### src/rtl/shift_arbiter_if.sv
// shift_arbiter_if: bundle of the two requester handshakes, the two response
// handshakes, the external barrel-shifter hookup and the busy flag.
//   master : requester / shifter side (drives requests, rsp_ready, sh_result, sh_cf)
//   slave  : arbiter side (drives req_ready, responses, sh_* controls, busy)
interface shift_arbiter_if;
   logic        req_valid0, req_valid1;
   logic        req_ready0, req_ready1;
   logic [31:0] req_src0, req_src1;
   logic [31:0] req_dst0, req_dst1;
   logic [1:0]  req_op0, req_op1;
   logic        rsp_valid0, rsp_valid1;
   logic        rsp_ready0, rsp_ready1;
   logic [31:0] rsp_result0, rsp_result1;
   logic        rsp_cf0, rsp_cf1;
   logic [31:0] sh_src, sh_dst;
   logic        sh_left, sh_right, sh_math;
   logic [31:0] sh_result;
   logic        sh_cf;
   logic        busy;

   modport master (
      output req_valid0, req_valid1, req_src0, req_src1, req_dst0, req_dst1,
             req_op0, req_op1, rsp_ready0, rsp_ready1, sh_result, sh_cf,
      input  req_ready0, req_ready1, rsp_valid0, rsp_valid1, rsp_result0,
             rsp_result1, rsp_cf0, rsp_cf1, sh_src, sh_dst, sh_left, sh_right,
             sh_math, busy
   );

   modport slave (
      input  req_valid0, req_valid1, req_src0, req_src1, req_dst0, req_dst1,
             req_op0, req_op1, rsp_ready0, rsp_ready1, sh_result, sh_cf,
      output req_ready0, req_ready1, rsp_valid0, rsp_valid1, rsp_result0,
             rsp_result1, rsp_cf0, rsp_cf1, sh_src, sh_dst, sh_left, sh_right,
             sh_math, busy
   );
endinterface

### src/rtl/shift_arbiter.sv
// shift_arbiter: two-port front end for the EX-stage barrel shifter.
// Accepts one request at a time (round-robin or fixed priority), drives the
// shifter for one EXEC cycle, registers result/carry and holds the response
// on the owner port until it is taken.
//   clk, rst : clock, asynchronous active-high reset
//   bus      : shift_arbiter_if.slave (requests, responses, sh_* hookup, busy)
//   FIXED_PRIO : 0 = round-robin on simultaneous requests, 1 = port 0 wins
module shift_arbiter #(
   parameter bit FIXED_PRIO = 1'b0
) (
   input logic            clk,
   input logic            rst,
   shift_arbiter_if.slave bus
);

   typedef enum logic [1:0] {IDLE, EXEC, RESP} state_t;

   state_t      state;
   logic        rr_ptr;
   logic        owner;
   logic [1:0]  op_q;
   logic [31:0] sh_src_q, sh_dst_q;
   logic        left_q, right_q, math_q;
   logic        rsp_valid0_q, rsp_valid1_q;
   logic [31:0] res0_q, res1_q;
   logic        cf0_q, cf1_q;

   logic        grant0, grant1;
   logic [1:0]  sel_op;
   logic [31:0] cap_result;
   logic        cap_cf;
   logic        rsp_taken;

   // Grant depends only on req_valid*, state and pointer.
   always_comb begin
      grant0 = 1'b0;
      grant1 = 1'b0;
      if (state == IDLE) begin
         if (bus.req_valid0 && bus.req_valid1) begin
            if (FIXED_PRIO || !rr_ptr) grant0 = 1'b1;
            else                       grant1 = 1'b1;
         end else begin
            grant0 = bus.req_valid0;
            grant1 = bus.req_valid1;
         end
      end
   end

   always_comb begin
      sel_op     = grant1 ? bus.req_op1 : bus.req_op0;
      // Pass-through bypasses the shifter entirely.
      cap_result = (op_q == 2'b11) ? sh_dst_q : bus.sh_result;
      cap_cf     = (op_q == 2'b11) ? 1'b0     : bus.sh_cf;
      rsp_taken  = owner ? bus.rsp_ready1 : bus.rsp_ready0;
   end

   always_ff @(posedge clk or posedge rst) begin
      if (rst) begin
         state        <= IDLE;
         rr_ptr       <= 1'b0;
         owner        <= 1'b0;
         op_q         <= '0;
         sh_src_q     <= '0;
         sh_dst_q     <= '0;
         left_q       <= 1'b0;
         right_q      <= 1'b0;
         math_q       <= 1'b0;
         rsp_valid0_q <= 1'b0;
         rsp_valid1_q <= 1'b0;
         res0_q       <= '0;
         res1_q       <= '0;
         cf0_q        <= 1'b0;
         cf1_q        <= 1'b0;
      end else begin
         case (state)
            IDLE: begin
               if (grant0 || grant1) begin
                  owner    <= grant1;
                  rr_ptr   <= ~grant1;
                  op_q     <= sel_op;
                  sh_src_q <= grant1 ? bus.req_src1 : bus.req_src0;
                  sh_dst_q <= grant1 ? bus.req_dst1 : bus.req_dst0;
                  // Controls are registered so they are high exactly during EXEC.
                  left_q   <= (sel_op == 2'b00);
                  right_q  <= (sel_op == 2'b01);
                  math_q   <= (sel_op == 2'b10);
                  state    <= EXEC;
               end
            end
            EXEC: begin
               left_q  <= 1'b0;
               right_q <= 1'b0;
               math_q  <= 1'b0;
               if (owner) begin
                  res1_q       <= cap_result;
                  cf1_q        <= cap_cf;
                  rsp_valid1_q <= 1'b1;
               end else begin
                  res0_q       <= cap_result;
                  cf0_q        <= cap_cf;
                  rsp_valid0_q <= 1'b1;
               end
               state <= RESP;
            end
            RESP: begin
               if (rsp_taken) begin
                  rsp_valid0_q <= 1'b0;
                  rsp_valid1_q <= 1'b0;
                  state        <= IDLE;
               end
            end
            default: state <= IDLE;
         endcase
      end
   end

   assign bus.req_ready0  = grant0;
   assign bus.req_ready1  = grant1;
   assign bus.rsp_valid0  = rsp_valid0_q;
   assign bus.rsp_valid1  = rsp_valid1_q;
   assign bus.rsp_result0 = res0_q;
   assign bus.rsp_result1 = res1_q;
   assign bus.rsp_cf0     = cf0_q;
   assign bus.rsp_cf1     = cf1_q;
   assign bus.sh_src      = sh_src_q;
   assign bus.sh_dst      = sh_dst_q;
   assign bus.sh_left     = left_q;
   assign bus.sh_right    = right_q;
   assign bus.sh_math     = math_q;
   assign bus.busy        = (state != IDLE);

endmodule

### src/flat_wrapper.sv
// flat-port wrapper written by rule: the top's interface ports become plain ports
module shift_arbiter_flat 
#(
   parameter bit FIXED_PRIO = 1'b0
)
  (clk, rst, bus_req_valid0, bus_req_valid1, bus_req_src0, bus_req_src1, bus_req_dst0, bus_req_dst1, bus_req_op0, bus_req_op1, bus_rsp_ready0, bus_rsp_ready1, bus_sh_result, bus_sh_cf, bus_req_ready0, bus_req_ready1, bus_rsp_valid0, bus_rsp_valid1, bus_rsp_result0, bus_rsp_result1, bus_rsp_cf0, bus_rsp_cf1, bus_sh_src, bus_sh_dst, bus_sh_left, bus_sh_right, bus_sh_math, bus_busy);
  shift_arbiter_if bus_i ();
  input logic clk;
  input logic rst;
  input wire logic [$bits(bus_i.req_valid0)-1:0] bus_req_valid0;
  input wire logic [$bits(bus_i.req_valid1)-1:0] bus_req_valid1;
  input wire logic [$bits(bus_i.req_src0)-1:0] bus_req_src0;
  input wire logic [$bits(bus_i.req_src1)-1:0] bus_req_src1;
  input wire logic [$bits(bus_i.req_dst0)-1:0] bus_req_dst0;
  input wire logic [$bits(bus_i.req_dst1)-1:0] bus_req_dst1;
  input wire logic [$bits(bus_i.req_op0)-1:0] bus_req_op0;
  input wire logic [$bits(bus_i.req_op1)-1:0] bus_req_op1;
  input wire logic [$bits(bus_i.rsp_ready0)-1:0] bus_rsp_ready0;
  input wire logic [$bits(bus_i.rsp_ready1)-1:0] bus_rsp_ready1;
  input wire logic [$bits(bus_i.sh_result)-1:0] bus_sh_result;
  input wire logic [$bits(bus_i.sh_cf)-1:0] bus_sh_cf;
  output wire logic [$bits(bus_i.req_ready0)-1:0] bus_req_ready0;
  output wire logic [$bits(bus_i.req_ready1)-1:0] bus_req_ready1;
  output wire logic [$bits(bus_i.rsp_valid0)-1:0] bus_rsp_valid0;
  output wire logic [$bits(bus_i.rsp_valid1)-1:0] bus_rsp_valid1;
  output wire logic [$bits(bus_i.rsp_result0)-1:0] bus_rsp_result0;
  output wire logic [$bits(bus_i.rsp_result1)-1:0] bus_rsp_result1;
  output wire logic [$bits(bus_i.rsp_cf0)-1:0] bus_rsp_cf0;
  output wire logic [$bits(bus_i.rsp_cf1)-1:0] bus_rsp_cf1;
  output wire logic [$bits(bus_i.sh_src)-1:0] bus_sh_src;
  output wire logic [$bits(bus_i.sh_dst)-1:0] bus_sh_dst;
  output wire logic [$bits(bus_i.sh_left)-1:0] bus_sh_left;
  output wire logic [$bits(bus_i.sh_right)-1:0] bus_sh_right;
  output wire logic [$bits(bus_i.sh_math)-1:0] bus_sh_math;
  output wire logic [$bits(bus_i.busy)-1:0] bus_busy;
  assign bus_i.req_valid0 = bus_req_valid0;
  assign bus_i.req_valid1 = bus_req_valid1;
  assign bus_i.req_src0 = bus_req_src0;
  assign bus_i.req_src1 = bus_req_src1;
  assign bus_i.req_dst0 = bus_req_dst0;
  assign bus_i.req_dst1 = bus_req_dst1;
  assign bus_i.req_op0 = bus_req_op0;
  assign bus_i.req_op1 = bus_req_op1;
  assign bus_i.rsp_ready0 = bus_rsp_ready0;
  assign bus_i.rsp_ready1 = bus_rsp_ready1;
  assign bus_i.sh_result = bus_sh_result;
  assign bus_i.sh_cf = bus_sh_cf;
  assign bus_req_ready0 = bus_i.req_ready0;
  assign bus_req_ready1 = bus_i.req_ready1;
  assign bus_rsp_valid0 = bus_i.rsp_valid0;
  assign bus_rsp_valid1 = bus_i.rsp_valid1;
  assign bus_rsp_result0 = bus_i.rsp_result0;
  assign bus_rsp_result1 = bus_i.rsp_result1;
  assign bus_rsp_cf0 = bus_i.rsp_cf0;
  assign bus_rsp_cf1 = bus_i.rsp_cf1;
  assign bus_sh_src = bus_i.sh_src;
  assign bus_sh_dst = bus_i.sh_dst;
  assign bus_sh_left = bus_i.sh_left;
  assign bus_sh_right = bus_i.sh_right;
  assign bus_sh_math = bus_i.sh_math;
  assign bus_busy = bus_i.busy;
  shift_arbiter #(.FIXED_PRIO(FIXED_PRIO)) u_core (.clk(clk), .rst(rst), .bus(bus_i));
endmodule
### config.mk
export PLATFORM = sky130hd
export DESIGN_NAME = shift_arbiter_flat
export DESIGN_NICKNAME = d
export VERILOG_FILES = /design/src/rtl/shift_arbiter_if.sv /design/src/rtl/shift_arbiter.sv /design/src/flat_wrapper.sv
export SDC_FILE = /design/constraint.sdc
export NUM_CORES = 1
export LEC_CHECK = 0
export BUFFER_PORTS_ARGS = -buffer_cell sky130_fd_sc_hd__buf_2
export CAP_MARGIN = 20
export CORE_UTILIZATION = 35
export CTS_BUF_LIST = sky130_fd_sc_hd__clkbuf_4
export CTS_CLUSTER_DIAMETER = 80
export DETAILED_ROUTE_END_ITERATION = 16
export PLACE_DENSITY_LB_ADDON = 0.08
export SYNTH_ARGS = -nofsm -noshare
export SYNTH_HDL_FRONTEND = slang
export SYNTH_SLANG_ARGS = --single-unit
### constraint.sdc
create_clock -name clk -period 4.15 [get_ports clk]
set_clock_uncertainty 0.2 [all_clocks]
set_input_delay 0 -clock clk [delete_from_list [all_inputs] [get_ports clk]]
set_output_delay 0 -clock clk [all_outputs]
set_load 0.01 [all_outputs]
==> flow_summary.yaml, run 1 <==
logic_synthesis:
  yosysUniqueCellTypes: 23
  ys_seq_area_frac: 0.600
  synth-seq-cells: 141
  ys_warn_count: 0
  synth_cells: 537
  syn_area_um2: 5880
  syn_area_per_cell_um2: 10.9
  synthesis.nets: 711
clock_tree:
  cts_max_level: 4
  numCtsBuffers: 17
  cts_hold_buf: 214
  clockRootBuffer: "clkbuf_4"
  post_cts_resized: 0
  postCtsSetupRepairBufs: 0
  max-clock-path-buffers: 2
  cts_num_sinks: 141
die:
  start_util: 0.357
  die_y_um: 132
  rows: 47
  fp.dieW_um: 132
  io_pins: 309
placement:
  portBuffers: 308
  dp_hpwl_um: 12300
  gp_congestion: 0.824
status:
  haltStage: "clock tree synthesis (4_1_cts)"
  firstError: "[ERROR RSZ-0060] Max buffer count reached."
  status: "aborted with a tool error"
[cells in the mapped netlist]
master,instances,area share
a22o_1,3,0.0045
ha_1,3,0.0064
mux2i_1,50,0.085
o21ai_0,73,0.062
a222oi_1,51,0.087
and2_1,1,0.0011
mux2_1,1,0.0019
a21oi_2,1,0.0015
buf_4,1,0.0013
inv_1,56,0.036
mux2_2,1,0.0019
nand2_1,89,0.057
nor2_1,4,0.0026
buf_1,2,0.0013
a21oi_4,1,0.0028
buf_6,1,0.0019
nand2b_1,5,0.0053
a21oi_1,1,0.00085
buf_2,10,0.0085
dfrtp_1,141,0.60
o21ai_1,16,0.014
clkbuf_1,24,0.015
a21o_1,2,0.0026
[stage by stage]
step,setup WS (ns),instance area [um2],utilization,hold slack [ns],instances
3_3_place_gp,1.64,7610,0.462,0.00515,1033
3_5_place_dp,1.49,7630,0.463,0.0106,1034
2_1_floorplan,0.169,5880,-,-0.0788,537
[cells by family after synthesis]
group                    count (synthesis)  synth area share
adder cells (fa/ha/maj)                  3           0.00639
AND/OR/NAND/NOR                         99            0.0658
AO/OA/AOI/OAI                          148             0.175
flip-flops                             141             0.600
buffers and inverters                   94            0.0641
multiplexers                            52            0.0890
==> run 2: changes to the inputs <==
--- a/config.mk
+++ b/config.mk
@@ -7,11 +7,9 @@
 export LEC_CHECK = 0
 export BUFFER_PORTS_ARGS = -buffer_cell sky130_fd_sc_hd__buf_2
 export CAP_MARGIN = 20
-export CORE_UTILIZATION = 35
-export CTS_BUF_LIST = sky130_fd_sc_hd__clkbuf_4
-export CTS_CLUSTER_DIAMETER = 80
+export CORE_UTILIZATION = 20
 export DETAILED_ROUTE_END_ITERATION = 16
-export PLACE_DENSITY_LB_ADDON = 0.08
+export PLACE_DENSITY_LB_ADDON = 0.15
 export SYNTH_ARGS = -nofsm -noshare
 export SYNTH_HDL_FRONTEND = slang
 export SYNTH_SLANG_ARGS = --single-unit
==> constraint.sdc (replaced) <==
create_clock -name clk -period 5.4 [get_ports clk]
set_clock_uncertainty 0.2 [all_clocks]
set_input_delay 0 -clock clk [delete_from_list [all_inputs] [get_ports clk]]
set_output_delay 0 -clock clk [all_outputs]
set_load 0.01 [all_outputs]
==> run 2 against run 1 <==
  * The flow now finishes without violations
  * Synthesized area unchanged
  * Synthesized cell count unchanged
==> flow_summary.yaml, run 2 <==
pwr:
  ir_drop_mv: 0.229
  p_leak_nw: 5.32
  power_density_nw_per_um2: 564
worst_setup_path:
  crit_family: "buffers and inverters"
  reg2reg_slack_ns: 2.29
  cp_max_fo: 32
  required_ns: 5.55
  critical_path.cell_chain: "inv_1 -> ha_1 -> nand2_1 -> a21oi_4 -> buf_4 -> a222oi_1 -> dlygate4sd3_1 -> inv_1"
  rr_startpoint: "u_core.state[0]$_DFFE_PP0P_"
  critical-path-slowest-cell: "a21oi_4"
  reg2reg_depth: 8
  cp-end-kind: "flip-flop"
  slowest_delay_ns: 0.62
  startpoint_type: "flip-flop"
  worstPathArrival_ns: 3.25
  crit_buf_inv: 4
  critical_path_class: "flip-flop to flip-flop"
  r2r-end: "u_core.bus.sh_dst[8]$_DFFE_PP0P_"
  cpMostUsedCell: "inv_1"
logic_synthesis:
  synth_cells: 537
  ys_seq_area_frac: 0.600
  ys_warn_count: 0
  synth-seq-cells: 141
  yosysTopAreaCell: "dfrtp_1"
  synth-edff-count: 0
  ys.flop_type: "dfrtp_1"
  synth.most_common_cell: "dfrtp_1"
  yosys.area.top_type_share: 0.600
  synthTopCellsByArea: "dfrtp_1, a222oi_1, mux2i_1"
  syn_area_per_cell_um2: 10.9
  synthesis.nets: 711
  syn_area_um2: 5880
  ys_async_sr_fraction: 1.00
  yosysUniqueCellTypes: 23
  synth_commonest_cells: "dfrtp_1, nand2_1, o21ai_0"
global_routing:
  grt.overflow.total: 0
  grtUsageTotal: 0.140
  grt_pass1_vias: 6126
  antenna_found_initial: 0
  grt_max_degree: 95
  grt_pass1_wl_um: 33100
cells_and_area:
  final_cell_mix: "buf_2, dlygate4sd3_1, dfrtp_1"
  synthToLayoutAreaGrowth_pct: 74.0
  finalNonFillerCells: 1405
  fin_nets: 1183
  layout-drive-gt1-share: 0.349
  antenna_cells: 0
  layout_commonest_cell: "buf_2"
route:
  vias_per_cell: 4.14
  routedWlPerCell_um: 14.7
  drtIter0Drc: 405
  vias: 5813
  first_pass_iters: 7
  drt_wl_total_um: 20700
  antenna_left: 0
  drc: 0
run:
  drv_cap: 0
placement:
  portBuffers: 308
  dp.cells: 1199
  dp_hpwl_um: 13300
  gp_congestion: 0.764
die:
  rows: 62
  die_y_um: 173
  dieArea_um2: 30100
  fp.dieW_um: 173
  io_pins: 309
  core_area_um2: 28800
  start_util: 0.204
min_path:
  hold_class: "input port to asynchronous set/reset pin"
clock_tree:
  postCtsSetupRepairBufs: 0
  cts_max_level: 4
  cts_tree: "yes"
  clockRootBuffer: "clkbuf_16"
  clkLatencyLatePin_ns: 0.41
  cts_num_sinks: 141
  max-clock-path-buffers: 2
  clk_pin_slew_ns: 0.07
  numCtsBuffers: 17
timing:
  fmax_mhz: 322
  slew_violations: 0
  rsz0062_at_grt: "false"
  setup_viol: 0
  tns_ns: 0
  fin_crit_sh: 0.576
  min_period_ns: 3.11
  worst_pin_slew_ns: 0.958
  hold_viol: 0
  timing.slew.headroom: 0.361
status:
  status: "finished clean"
-- run 2: cell counts after synthesis --
No cell type changed its count.
-- run 2: final cells by class --
type                    instances  area [um2]
well taps                     384         480
multi-input cells             302        2000
clock inverters                12         184
flip-flops and latches        141        3530
inverters                      56         215
fillers                      2961       18500
clock buffers                  19         453
repair buffers                491        3370
-- run 2: logic make-up after synthesis --
logic type / Yosys count / synth area share
buf+inv: 94 / 0.0641
fa+ha+maj: 3 / 0.00639
mux: 52 / 0.0890
compound gates: 148 / 0.175
flops: 141 / 0.600
simple gates: 99 / 0.0658
-- run 2: metrics by stage --
step	setup WS, ns	cell area, um2	total power [mW]	hold slack (ns)	util
after floorplan	1.42	5880	3.14	-0.0788	-
after global placement	2.83	7830	4.09	0.00844	0.272
after detailed placement	2.76	7830	4.10	0.0123	0.272
after CTS	2.22	10200	5.85	0.0705	0.354
after global routing	1.98	10200	6.23	0.158	0.356
final	2.29	10200	5.77	0.0650	0.356
-- run 2: report_power, final --
| part | leakage [nW] | switching, mW | internal (mW) |
|---|---|---|---|
| clock network | 0.306 | 0.484 | 0.801 |
| registers | 1.74 | 0.300 | 1.58 |
| logic | 3.27 | 1.35 | 1.26 |
-- run 2: worst min-delay path: cells and delay by family --
family / cells / cell delay, ns
buffers and inverters: 3 / 1.22
-- run 2: worst max path at each step --
stage	end	slack, ns	cells after the start	startpoint
5_1_grt	u_core.bus.sh_dst[8]$_DFFE_PP0P_	1.98	8	u_core.state[0]$_DFFE_PP0P_
6_report	u_core.bus.sh_dst[8]$_DFFE_PP0P_	2.29	8	u_core.state[0]$_DFFE_PP0P_
4_1_cts	u_core.bus.sh_src[15]$_DFFE_PP0P_	2.22	8	u_core.state[0]$_DFFE_PP0P_
2_1_floorplan	u_core.bus.rsp_cf0$_DFFE_PP0P_	1.42	1	rst
3_3_place_gp	u_core.bus.sh_dst[7]$_DFFE_PP0P_	2.83	7	u_core.state[0]$_DFFE_PP0P_
3_5_place_dp	u_core.bus.sh_src[15]$_DFFE_PP0P_	2.76	7	u_core.state[0]$_DFFE_PP0P_
-- run 2: what timing repair did --
action	in CTS	in global routing
resized for setup	0	0
hold buffers	173	1
endpoints found under the hold margin	232	4
-- run 2: layer usage --
metal	up-vias	share of wire	global-route usage
met5	-	0	0
met4	0	0.012	0.0395
met3	15	0.067	0.0322
met2	226	0.48	0.238
met1	2721	0.44	0.176
li1	2851	-	-
Note: power is estimated with default switching activity, not from simulation.
==> run 3: changes to the inputs <==
==> constraint.sdc (replaced) <==
create_clock -name clk -period 2.9 [get_ports clk]
set_clock_uncertainty 0.2 [all_clocks]
set_input_delay 0 -clock clk [delete_from_list [all_inputs] [get_ports clk]]
set_output_delay 0 -clock clk [all_outputs]
set_load 0.01 [all_outputs]
==> run 3 against run 2 <==
  * Sequential power grew 86%
  * Die area is the same
  * Clock power grew 86%
  * Wire length grew 2.6%
  * Combinational power grew 90%
  * Critical path type unchanged
  * Critical path depth is the same
  * Sequential share of layout area shrank 0.32 points
  * Sequential cell count is the same
  * Maximum frequency grew 15%
  * Clock-buffer cell count shrank 1
  * Worst setup slack lost 2.1 ns
  * Global-route usage grew 0.29 points
==> flow_summary.yaml, run 3 (same netlist as run 2, synthesis figures left out) <==
placement:
  placed_area_um2: 7970
  dp.cells: 1206
  gp_congestion: 0.737
  portBuffers: 308
  dp_hpwl_um: 14100
  place_ws_ns: 0.647
route:
  drt_wl_total_um: 21300
  routedWlPerCell_um: 15.1
  vias: 5911
  drtIter0Drc: 406
  drc: 0
  antenna_left: 0
  vias_per_cell: 4.19
  first_pass_iters: 6
die:
  dieArea_um2: 30100
  fp.dieW_um: 173
  start_util: 0.204
  die_y_um: 173
  io_pins: 309
  core_area_um2: 28800
  rows: 62
cells_and_area:
  finalNonFillerCells: 1411
  final_cell_area_um2: 10300
  fin_nets: 1188
  layout-drive-gt1-share: 0.354
  layout_commonest_cell: "buf_2"
  synthToLayoutAreaGrowth_pct: 75.7
  final_cell_mix: "buf_2, dlygate4sd3_1, dfrtp_1"
timing:
  min_period_ns: 2.71
  fmax_mhz: 369
  layout_setup_ws_ns: 0.193
  fin_crit_sh: 0.934
  setup_viol: 0
  slew_violations: 0
  rsz0062_at_grt: "false"
  tns_ns: 0
  timing.slew.headroom: 0.408
  worst_pin_slew_ns: 0.886
  hold_viol: 0
global_routing:
  grtUsageTotal: 0.143
  antenna_found_initial: 1
  grt_pass1_vias: 6183
  grt_max_degree: 58
  grt_pass1_wl_um: 33600
  grt.overflow.total: 0
clock_tree:
  postCtsSetupRepairBufs: 0
  numCtsBuffers: 17
  clkLatencyLatePin_ns: 0.43
  max-clock-path-buffers: 2
  clockRootBuffer: "clkbuf_16"
  clk_pin_slew_ns: 0.07
  cts_tree: "yes"
  cts_num_sinks: 141
  cts_max_level: 4
worst_setup_path:
  slowest_delay_ns: 0.59
  cp-end-kind: "flip-flop"
  critical_path_class: "flip-flop to flip-flop"
  cp_max_fo: 39
  rr_startpoint: "u_core.state[0]$_DFFE_PP0P_"
  critical_path.cell_chain: "inv_1 -> ha_2 -> nand2_1 -> a21oi_4 -> buf_12 -> mux2i_1 -> dlygate4sd3_1 -> o21ai_1"
  critical-path-slowest-cell: "dlygate4sd3_1"
  reg2reg_depth: 8
  worstPathArrival_ns: 2.80
  required_ns: 2.99
  startpoint_type: "flip-flop"
  reg2reg_slack_ns: 0.19
  r2r-end: "u_core.bus.sh_src[9]$_DFFE_PP0P_"
status:
  status: "finished clean"
pwr:
  p_total_mw: 10.8
  ir_drop_mv: 0.345
  p_leak_nw: 5.35
  power_density_nw_per_um2: 1050
run:
  drv_cap: 0
min_path:
  hold_class: "input port to asynchronous set/reset pin"
run 3: final cells by class:
cell class	instances	area, um2
antenna	1	2.50
clock buffer	18	439
clock inverter	13	188
fill	2946	18500
inverter	56	214
multi-input combinational	302	2000
sequential	141	3530
tap	384	480
timing repair buffer	496	3470
run 3: worst max-delay path: cells and delay by family, from the launching register on:
| family | cells | cell delay (ns) |
|---|---|---|
| AO/OA/AOI/OAI | 2 | 0.38 |
| adder cells (fa/ha/maj) | 1 | 0.28 |
| buffers and inverters | 3 | 0.95 |
| flip-flops | 1 | 0.40 |
| multiplexers | 1 | 0.23 |
| AND/OR/NAND/NOR | 1 | 0.12 |
run 3: power by group:
group / leakage (nW) / switching (mW) / internal (mW) / total [mW]
Clock: 0.299 / 0.916 / 1.46 / 2.38
Combinational: 3.31 / 2.55 / 2.43 / 4.97
Sequential: 1.74 / 0.554 / 2.94 / 3.50
Total: 5.35 / 4.02 / 6.83 / 10.8
run 3: timing repair:
item / 4_1_cts / 5_1_grt
gates resized for setup: 0 / 1
hold buffers: 173 / 0
endpoints found under the hold margin: 173 / 0
endpoints found under the setup margin: 0 / 48
run 3: stage by stage:
stage,util,hold slack [ns]
after floorplan,-,-0.0788
after global placement,0.277,0.00525
after detailed placement,0.277,0.0107
after CTS,0.359,0.128
after global routing,0.359,0.149
final,0.359,0.100
run 3: per-layer routing:
layer / global-route usage / up-vias / part of all wire
li1: - / 2868 / -
met1: 0.179 / 2810 / 0.45
met2: 0.244 / 214 / 0.48
met3: 0.0305 / 19 / 0.057
met4: 0.0431 / 0 / 0.012
met5: 0 / - / 0
run 3: worst max path at each step:
stage | cells past startpoint | endpoint | startpoint | slack, ns
floorplan | 1 | u_core.bus.rsp_cf0$_DFFE_PP0P_ | rst | 0.94
global placement | 6 | u_core.bus.sh_dst[9]$_DFFE_PP0P_ | u_core.state[0]$_DFFE_PP0P_ | 0.71
detailed placement | 7 | u_core.bus.sh_src[5]$_DFFE_PP0P_ | u_core.state[0]$_DFFE_PP0P_ | 0.65
CTS | 8 | u_core.bus.sh_src[5]$_DFFE_PP0P_ | u_core.state[0]$_DFFE_PP0P_ | 0.12
global route | 8 | u_core.bus.sh_src[10]$_DFFE_PP0P_ | u_core.state[0]$_DFFE_PP0P_ | 0.06
finish | 8 | u_core.bus.sh_src[9]$_DFFE_PP0P_ | u_core.state[0]$_DFFE_PP0P_ | 0.19
